==> src/rtl/ham_pkg.sv <==
// ham_pkg: codeword bit positions, syndrome/state types and frame length.
// Defining HAM_SECDED_EN selects the 8-bit SECDED frame (extra overall parity bit p8).
package ham_pkg;
    localparam int unsigned BIT_P1 = 0;
    localparam int unsigned BIT_P2 = 1;
    localparam int unsigned BIT_D0 = 2;
    localparam int unsigned BIT_P4 = 3;
    localparam int unsigned BIT_D1 = 4;
    localparam int unsigned BIT_D2 = 5;
    localparam int unsigned BIT_D3 = 6;
    localparam int unsigned BIT_P8 = 7;
`ifdef HAM_SECDED_EN
    localparam int unsigned FRAME_LEN = 8;
`else
    localparam int unsigned FRAME_LEN = 7;
`endif
    localparam int unsigned IDX_W = 3;
    typedef logic [2:0] syn_t;
    typedef logic [IDX_W-1:0] idx_t;
    typedef enum logic {ST_IDLE, ST_SHIFT} state_t;
endpackage

==> src/rtl/ham74_syn_corr.sv <==
// ham74_syn_corr: combinational Hamming(7,4) syndrome, single-bit correction and data extraction.
// With HAM_SECDED_EN the overall parity bit separates single from double errors.
module ham74_syn_corr
    import ham_pkg::*;
(
    input  logic [FRAME_LEN-1:0] code_i,
    output logic [3:0]           data_o,
    output syn_t                 syn_o,
    output logic                 corr_o,
    output logic                 dbl_o
);
    logic       do_fix;
    logic [6:0] flip;
    logic [6:0] fixed;

    assign syn_o[0] = code_i[BIT_P1] ^ code_i[BIT_D0] ^ code_i[BIT_D1] ^ code_i[BIT_D3];
    assign syn_o[1] = code_i[BIT_P2] ^ code_i[BIT_D0] ^ code_i[BIT_D2] ^ code_i[BIT_D3];
    assign syn_o[2] = code_i[BIT_P4] ^ code_i[BIT_D1] ^ code_i[BIT_D2] ^ code_i[BIT_D3];

`ifdef HAM_SECDED_EN
    logic q;
    // q=1 means an odd number of flips: correctable (s=0 means only p8 was hit)
    assign q      = ^code_i;
    assign do_fix = q && (syn_o != 3'd0);
    assign corr_o = q;
    assign dbl_o  = !q && (syn_o != 3'd0);
`else
    assign do_fix = (syn_o != 3'd0);
    assign corr_o = do_fix;
    assign dbl_o  = 1'b0;
`endif

    assign flip   = do_fix ? (7'd1 << (syn_o - 3'd1)) : 7'd0;
    assign fixed  = code_i[6:0] ^ flip;
    assign data_o = {fixed[BIT_D3], fixed[BIT_D2], fixed[BIT_D1], fixed[BIT_D0]};
endmodule

==> src/rtl/ham_serial_rx.sv <==
// ham_serial_rx: serial Hamming frame receiver with single-entry output register and error statistics.
// HAM_SECDED_EN selects the 8-bit SECDED frame and enables double-error detection/counting.
module ham_serial_rx
    import ham_pkg::*;
#(
    parameter int CNT_W = 8
) (
    input  logic             clk,
    input  logic             rst_n,
    input  logic             ser_in,
    input  logic             ser_valid,
    input  logic             frm_start,
    output logic [3:0]       o_data,
    output logic [2:0]       o_syn,
    output logic             o_corr,
    output logic             o_dbl,
    output logic             o_valid,
    input  logic             o_ready,
    output logic [CNT_W-1:0] corr_cnt,
    output logic [CNT_W-1:0] dbl_cnt,
    output logic             ovr_flag,
    output logic             abort_flag,
    input  logic             clr_stat
);
    state_t                 state_q, state_d;
    idx_t                   idx_q, idx_d;
    logic [FRAME_LEN-1:0]   sr_q, sr_d, frame;
    logic                   done, abort_set, xfer, load, ovr_set;
    logic [3:0]             dec_data, data_q;
    syn_t                   dec_syn, syn_q;
    logic                   dec_corr, dec_dbl, corr_q, dbl_q, valid_q;
    logic [CNT_W-1:0]       corr_cnt_q;
    logic                   ovr_q, abort_q;

    always_comb begin
        state_d     = state_q;
        idx_d       = idx_q;
        sr_d        = sr_q;
        frame       = sr_q;
        frame[idx_q] = ser_in;
        done        = 1'b0;
        abort_set   = 1'b0;
        if (ser_valid) begin
            if (frm_start) begin
                abort_set = (state_q == ST_SHIFT);
                sr_d      = '0;
                sr_d[0]   = ser_in;
                idx_d     = idx_t'(1);
                state_d   = ST_SHIFT;
            end else if (state_q == ST_SHIFT) begin
                sr_d    = frame;
                done    = (idx_q == idx_t'(FRAME_LEN - 1));
                idx_d   = done ? '0 : idx_q + 1'b1;
                state_d = done ? ST_IDLE : ST_SHIFT;
            end
        end
    end

    always_ff @(posedge clk or negedge rst_n) begin
        if (!rst_n) begin
            state_q <= ST_IDLE;
            idx_q   <= '0;
            sr_q    <= '0;
        end else begin
            state_q <= state_d;
            idx_q   <= idx_d;
            sr_q    <= sr_d;
        end
    end

    ham74_syn_corr u_dec (
        .code_i (frame),
        .data_o (dec_data),
        .syn_o  (dec_syn),
        .corr_o (dec_corr),
        .dbl_o  (dec_dbl)
    );

    // A completing frame may load in the same cycle the held entry leaves
    assign xfer    = valid_q & o_ready;
    assign load    = done & (~valid_q | o_ready);
    assign ovr_set = done & valid_q & ~o_ready;

    always_ff @(posedge clk or negedge rst_n) begin
        if (!rst_n) begin
            valid_q <= 1'b0;
            data_q  <= '0;
            syn_q   <= '0;
            corr_q  <= 1'b0;
            dbl_q   <= 1'b0;
        end else begin
            valid_q <= load | (valid_q & ~o_ready);
            if (load) begin
                data_q <= dec_data;
                syn_q  <= dec_syn;
                corr_q <= dec_corr;
                dbl_q  <= dec_dbl;
            end
        end
    end

    always_ff @(posedge clk or negedge rst_n) begin
        if (!rst_n) begin
            corr_cnt_q <= '0;
            ovr_q      <= 1'b0;
            abort_q    <= 1'b0;
        end else if (clr_stat) begin
            corr_cnt_q <= '0;
            ovr_q      <= 1'b0;
            abort_q    <= 1'b0;
        end else begin
            if (xfer && corr_q && corr_cnt_q != '1)
                corr_cnt_q <= corr_cnt_q + 1'b1;
            ovr_q   <= ovr_q | ovr_set;
            abort_q <= abort_q | abort_set;
        end
    end

`ifdef HAM_SECDED_EN
    logic [CNT_W-1:0] dbl_cnt_q;
    always_ff @(posedge clk or negedge rst_n) begin
        if (!rst_n)
            dbl_cnt_q <= '0;
        else if (clr_stat)
            dbl_cnt_q <= '0;
        else if (xfer && dbl_q && dbl_cnt_q != '1)
            dbl_cnt_q <= dbl_cnt_q + 1'b1;
    end
    assign dbl_cnt = dbl_cnt_q;
`else
    assign dbl_cnt = '0;
`endif

    assign o_valid    = valid_q;
    assign o_data     = data_q;
    assign o_syn      = syn_q;
    assign o_corr     = corr_q;
    assign o_dbl      = dbl_q;
    assign corr_cnt   = corr_cnt_q;
    assign ovr_flag   = ovr_q;
    assign abort_flag = abort_q;
endmodule

==> config.mk <==
export PLATFORM = sky130hd
export DESIGN_NAME = ham_serial_rx
export DESIGN_NICKNAME = d
export VERILOG_FILES = /design/src/rtl/ham_pkg.sv /design/src/rtl/ham74_syn_corr.sv /design/src/rtl/ham_serial_rx.sv
export SDC_FILE = /design/constraint.sdc
export NUM_CORES = 1
export LEC_CHECK = 0
export BUFFER_PORTS_ARGS = -buffer_cell sky130_fd_sc_hd__buf_4
export CAP_MARGIN = 20
export CELL_PAD_IN_SITES_DETAIL_PLACEMENT = 1
export CELL_PAD_IN_SITES_GLOBAL_PLACEMENT = 2
export CORE_AREA = 2 2 78 80
export CTS_CLUSTER_SIZE = 25
export DETAILED_ROUTE_END_ITERATION = 8
export DIE_AREA = 0 0 80 82
export PLACE_DENSITY_LB_ADDON = 0.1
export SKIP_CTS_REPAIR_TIMING = 1
export SLEW_MARGIN = 25
export SYNTH_ARGS = -nofsm -noshare
export SYNTH_HDL_FRONTEND = slang
export SYNTH_SLANG_ARGS = --single-unit
==> constraint.sdc <==
create_clock -name clk -period 3.65 [get_ports clk]
set_clock_uncertainty 0.2 [all_clocks]
set_input_delay 0.5475 -clock clk [delete_from_list [all_inputs] [get_ports clk]]
set_output_delay 0.5475 -clock clk [all_outputs]
set_load 0.005 [all_outputs]
After elaboration in Yosys (flattened, before gate mapping)

Cells that the tools add are included.
W data, S select, Z words.

$add $sub $neg: 3
$mul: 0
Divide/modulo/power cells: 0
$lt $le $gt $ge: 2
Equal/unequal tests: 2
Shift operators: 1
Muxes and demuxes: 21
Bitwise logic cells: 21
Reductions and logical operators: 7

Operators by type and width:

| kind                  | number |
|---|---|
| $mux W7               | 3 |
| $mux W8               | 2 |
| $mux W1               | 11 |
| $mux W3               | 3 |
| $xor A1 B1 Y1         | 9 |
| $add A8 B1 Y8 const B | 1 |
| $ne A8 B8 Y1 const B  | 1 |
| $bwmux W7             | 1 |
| $shl A1 B3 Y7 const A | 1 |
| $xor A7 B7 Y7         | 1 |
| $and A1 B1 Y1         | 5 |
| $lt A3 B4 Y1 const B  | 1 |
| $or A1 B1 Y1          | 4 |
| $reduce_bool A2 Y1    | 2 |
| $add A3 B1 Y3 const B | 1 |
| $demux W1 S3          | 1 |
| $eq A3 B3 Y1 const B  | 1 |
| $ge A3 B1 Y1 const B  | 1 |
| $logic_and A1 B1 Y1   | 3 |
| $reduce_bool A3 Y1    | 1 |
| $sub A3 B1 Y3 const B | 1 |
| $not A1 Y1            | 2 |
| $reduce_and A2 Y1     | 1 |

Register bits: 30
Latch bits: 0
Memory bits (writable): 0
Bits in read-only memories: 0
Output and inout bits: 28
Memories: 0

Logic depth before layout (Yosys ltp)

Depth in word-level cells: 12
Gate-level depth with buffers: 11

Hierarchy

Synthesis repeated with hierarchy kept, for this count alone.

Cells, all modules: 167
Area total of the unflattened synthesis: 1734.2 µm²

By module, submodules not included:

| module         | instances | cells an instance | area each (µm²) | sequential area each (µm²) |
|---|---|---|---|---|
| ham_serial_rx  | 1         | 144               | 1540.2          | 775.7 |
| ham74_syn_corr | 1         | 23                | 193.9           | 0.0 |

Least setup slack after synthesis

Ideal clock, no wire load.

Path type: reg-to-reg
Start point: register idx_q[0]
End point: register data_q[2] (netlist: o_data[2])
Arrival time: 2.548 ns
Path slack: 0.807 ns
Stages on the path, launching flop included: 12
Period minus slack after synthesis: 2.843 ns
Cell sequence: dfrtp_1 > buf_6 > nor3b_2 > mux2i_2 > xnor2_2 > xnor2_1 > nor2_1 > ha_1 > or2_2 > buf_1 > o31a_1 > o31ai_1

Word-level cells in the longest chain between the ends: 12
Elaborated cells between the ends (all ways): 25

RTL lines:

| item                                                                      | line                                                             | RTL |
|---|---|---|
| start, declared                                                           | ham_serial_rx.sv:26                                              | `idx_t idx_q, idx_d;` |
| start signal, assigned                                                    | ham_serial_rx.sv:66                                              | `idx_q <= idx_d;` |
| $lt A3 B4 Y1 (not written as such) / $ge A3 B1 Y1 (equally long branches) | ham_serial_rx.sv:40                                              | `frame[idx_q] = ser_in;` |
| $logic_and A1 B1 Y1 (not written as such)                                 | ham_serial_rx.sv:40                                              |  |
| $mux W1 (not written as such)                                             | ham_serial_rx.sv:40                                              |  |
| $demux W1 S3                                                              | ham_serial_rx.sv:40                                              |  |
| $bwmux W7                                                                 | ham_serial_rx.sv:40                                              |  |
| $xor A1 B1 Y1 (on tied branches) (3 in series)                            | ham74_syn_corr.sv:16, ham74_syn_corr.sv:17, ham74_syn_corr.sv:18 |  |
| $sub A3 B1 Y3                                                             | ham74_syn_corr.sv:33                                             | `assign flip = do_fix ? (7'd1 << (syn_o - 3'd1)) : 7'd0;` |
| $shl A1 B3 Y7                                                             | ham74_syn_corr.sv:33                                             |  |
| $mux W7                                                                   | ham74_syn_corr.sv:33                                             |  |
| $xor A7 B7 Y7                                                             | ham74_syn_corr.sv:34                                             | `assign fixed = code_i[6:0] ^ flip;` |
| end signal, assigned                                                      | ham_serial_rx.sv:94                                              | `data_q <= dec_data;` |
| end, declared                                                             | ham_serial_rx.sv:29                                              | `logic [3:0] dec_data, data_q;` |

Several ways; a longest one is shown, not always the timed one.
A chain may end at the register's enable or synchronous reset.

Worst setup path in the final report

Start point: register idx_q[1]
End point: register data_q[2] (netlist: o_data[2])

The elaborated chain is that of the path after synthesis.

==> run_summary.xml <==
<?xml version="1.0" encoding="UTF-8"?>
<metrics>
  <group name="place">
    <metric name="hpwl" unit="um">3335</metric>
    <metric name="gp_congestion" unit="">0.8180</metric>
    <metric name="port_buffers" unit="">25</metric>
  </group>
  <group name="timing">
    <metric name="setup_tns" unit="ns">0</metric>
    <metric name="slew_headroom" unit="%">62.05</metric>
    <metric name="setup_violations" unit="">0</metric>
    <metric name="final-max-slew-violation-count" unit="">0</metric>
    <metric name="timing.final.crit_share" unit="%">90.13</metric>
    <metric name="final_critical_period" unit="ns">3.290</metric>
    <metric name="rsz0062_at_grt" unit="">false</metric>
    <metric name="hold_viol_final" unit="">10</metric>
    <metric name="worst_slew_pin_slew" unit="ns">0.5652</metric>
    <metric name="fmax" unit="MHz">304.0</metric>
    <metric name="worst_hold_slack" unit="ns">-0.007147</metric>
  </group>
  <group name="worst_setup_path">
    <metric name="end_kind" unit="">flip-flop</metric>
    <metric name="critPathTopFamily" unit="">simple AND/OR/NAND/NOR gates</metric>
    <metric name="bufs_and_invs_on_worst_path" unit="">0</metric>
    <metric name="startpoint_type" unit="">flip-flop</metric>
    <metric name="ff2ff_setup_slack" unit="ns">0.36</metric>
    <metric name="timing.critical_path.cells" unit="">nor3b_2, mux2i_2, xnor2_2, xnor2_1, nor2_1, ha_1, or2_2, o31a_1, o31ai_1</metric>
    <metric name="critical_path.reg2reg.endpoint" unit="">o_data[2]</metric>
    <metric name="worst_ep_required_time" unit="ns">3.63</metric>
    <metric name="regToRegStartpoint" unit="">idx_q[1]</metric>
    <metric name="timing.critical_path.arrival" unit="ns">3.27</metric>
    <metric name="worst-path-max-fanout" unit="">13</metric>
    <metric name="reg2regPathDepth" unit="">9</metric>
    <metric name="setup.worst_path.class" unit="">flip-flop to flip-flop</metric>
    <metric name="cp_slowest_stage_delay" unit="ns">0.64</metric>
    <metric name="timing.critical_path.slowest_stage_cell" unit="">dfrtp_1</metric>
  </group>
  <group name="synth">
    <metric name="yosys_register_bits" unit="">30</metric>
    <metric name="yosys.area.top_type_share" unit="%">39.58</metric>
    <metric name="synth.distinct_cells" unit="">52</metric>
    <metric name="post_synth_inst_count" unit="">207</metric>
    <metric name="post-synth-top-area-cell" unit="">dfrtp_1</metric>
    <metric name="synthArstFlopShare" unit="%">100.0</metric>
    <metric name="synth_area_leaders" unit="">dfrtp_1 40%, nand2_1 5.3%, xnor2_1 4.6%</metric>
    <metric name="synth-edff-count" unit="">0</metric>
    <metric name="yosys_warnings" unit="">0</metric>
    <metric name="synth_top_flop_cell" unit="">dfrtp_1</metric>
    <metric name="syn_area" unit="sq um">1897</metric>
    <metric name="synth_seq_area_share" unit="%">39.58</metric>
    <metric name="syn_avg_cell_area" unit="sq um">9.163</metric>
  </group>
  <group name="clock_network">
    <metric name="clk_path_buf_depth" unit="">2</metric>
    <metric name="tritoncts_num_sinks" unit="">30</metric>
    <metric name="num_cts_buffers" unit="">5</metric>
    <metric name="path_clk_slew" unit="ns">0.07</metric>
    <metric name="cts_tree" unit="">built</metric>
    <metric name="clockRootBuffer" unit="">clkbuf_8</metric>
    <metric name="clk-insertion-delay-late" unit="ns">0.28</metric>
    <metric name="cts_htree_levels" unit="">2</metric>
  </group>
  <group name="status">
    <metric name="status" unit="">finished, violations left</metric>
    <metric name="violations" unit="">hold timing</metric>
  </group>
  <group name="route">
    <metric name="avgRoutedWirePerCell" unit="um">14.99</metric>
    <metric name="wl" unit="um">4557</metric>
    <metric name="ant_nets" unit="">0</metric>
    <metric name="avgViaCountPerCell" unit="">5.026</metric>
    <metric name="drt_pre_antenna_iters" unit="">4</metric>
    <metric name="drc" unit="">0</metric>
    <metric name="vias" unit="">1528</metric>
    <metric name="first_iter_violations" unit="">76</metric>
  </group>
  <group name="floorplanning">
    <metric name="die_height" unit="um">82</metric>
    <metric name="dieWidth" unit="um">80</metric>
    <metric name="initial_utilization" unit="%">33.01</metric>
    <metric name="placement_rows" unit="">28</metric>
    <metric name="core_area" unit="sq um">5746</metric>
    <metric name="pin_count" unit="">35</metric>
    <metric name="dieArea" unit="sq um">6560</metric>
  </group>
  <group name="finish">
    <metric name="antenna_cells_inserted" unit="">0</metric>
    <metric name="layout_common_cells" unit="">30 x dfrtp_1, 27 x nand2_1, 26 x buf_4</metric>
    <metric name="final_nets" unit="">237</metric>
    <metric name="layout-drive-gt1-share" unit="%">20.96</metric>
    <metric name="syn2layout_area_growth" unit="%">14.91</metric>
    <metric name="final_common_cell" unit="">dfrtp_1</metric>
  </group>
  <group name="power_and_ir_drop">
    <metric name="ir_worst_vdd" unit="V">0.0001874</metric>
    <metric name="comb_power_share" unit="%">46.3</metric>
    <metric name="clock_power_share" unit="%">20.3</metric>
    <metric name="power_frac_seq" unit="%">33.4</metric>
    <metric name="power_density" unit="nW/um^2">642.4</metric>
    <metric name="static-leakage-power" unit="nW">0.9675</metric>
    <metric name="internal_power" unit="mW">0.8345</metric>
    <metric name="p_sw_share" unit="%">40.40</metric>
    <metric name="netSwitchingPower" unit="mW">0.5657</metric>
  </group>
  <group name="global_route">
    <metric name="grt_pass1_wl" unit="um">7803</metric>
    <metric name="track_usage" unit="%">15.40</metric>
    <metric name="first_global_vias" unit="">1536</metric>
    <metric name="number_of_antenna_violations_at_the_first_check_in_global_routing" unit="">0</metric>
    <metric name="grt_start_max_net_pins" unit="">31</metric>
    <metric name="leftover_overflow_at_the_end_of_global_routing" unit="">0</metric>
  </group>
  <group name="flow_run">
    <metric name="drv_cap" unit="">0</metric>
  </group>
  <group name="min_path">
    <metric name="hold_path.class" unit="">primary input to asynchronous set/reset pin</metric>
  </group>
</metrics>
## worst max-delay path by stage
stage                     cells after the start         to      from  slack (ns)
after floorplan                              11  o_data[2]  idx_q[0]        0.81
after global placement                        9  o_data[3]  idx_q[1]        0.44
after detailed placement                      9  o_data[2]  idx_q[1]        0.34
after CTS                                     9  o_data[2]  idx_q[1]        0.31
after global routing                          9  o_data[2]  idx_q[1]        0.07
final                                         9  o_data[2]  idx_q[1]        0.36
## routing by layer
layer / vias to the layer above / GRT usage, % / routed length [um]
met4: 0 / 4.746 / 58
met2: 40 / 25.50 / 2181
met3: 7 / 3.407 / 206
li1: 738 / - / -
met5: - / 0 / 0
met1: 743 / 20.14 / 2110
## Yosys cell counts, types with 2 or more instances
master	number
dfrtp_1	30
nand2_1	27
nor2_1	18
buf_4	11
inv_1	11
xnor2_1	10
a21oi_1	8
o21ai_0	8
o22ai_1	8
mux2i_1	6
xor2_1	6
nor4_1	4
o31a_1	4
a31oi_1	3
and3_1	3
buf_2	3
clkbuf_1	3
a221o_1	2
a22oi_1	2
a32oi_1	2
buf_1	2
ha_1	2
nand3_1	2
nor3_1	2
o31ai_1	2
o31ai_2	2
## logic make-up (layout without fill, tap and decap cells)
logic type	Yosys count	count (layout)	share of synthesized area, %
multiplexers	7	7	3.892
buffers and inverters	31	45	8.905
XOR/XNOR	18	18	9.103
AO/OA/AOI/OAI	48	48	18.21
flip-flops	30	30	39.58
other	1	9	0.1977
adder cells (fa/ha/maj)	2	2	1.319
AND/OR/NAND/NOR	70	70	18.80
## registers in the layout, summed over array words and instances, names as in the netlist
name,cells
o_valid,1
o_syn,3
o_corr,1
o_data,4
corr_cnt,8
state_q,1
idx_q,3
sr_q,7
abort_flag,1
ovr_flag,1
## per-stage QoR
step | util, % | power (mW) | cell area (sq um) | setup slack [ns] | cells
after global placement | 36.35 | 1.115 | 2088 | 0.4428 | 296
after detailed placement | 36.35 | 1.127 | 2088 | 0.3440 | 296
final | 37.94 | 1.400 | 2180 | 0.3602 | 304
after global routing | 37.94 | 1.524 | 2180 | 0.07010 | 304
after floorplan | - | 0.9790 | 1927 | 0.8067 | 215
after CTS | 37.94 | 1.424 | 2180 | 0.3144 | 304
## power groups by stage
stage	combinational (mW)	clock [mW]	sequential [mW]
2_1_floorplan	0.541	0	0.438
3_3_place_gp	0.644	0	0.471
3_5_place_dp	0.652	0	0.475
4_1_cts	0.658	0.298	0.469
5_1_grt	0.733	0.312	0.479
6_report	0.649	0.284	0.468
## final cells by class
class,count,area [sq um]
Fill cell,695,3566
Multi-Input combinational cell,154,1007
Sequential cell,30,750.7
Timing Repair Buffer,26,195.2
Tap cell,75,93.84
Clock buffer,7,86.33
Inverter,11,41.29
Clock inverter,1,5.005
Note: power is estimated with default switching activity, not from simulation.
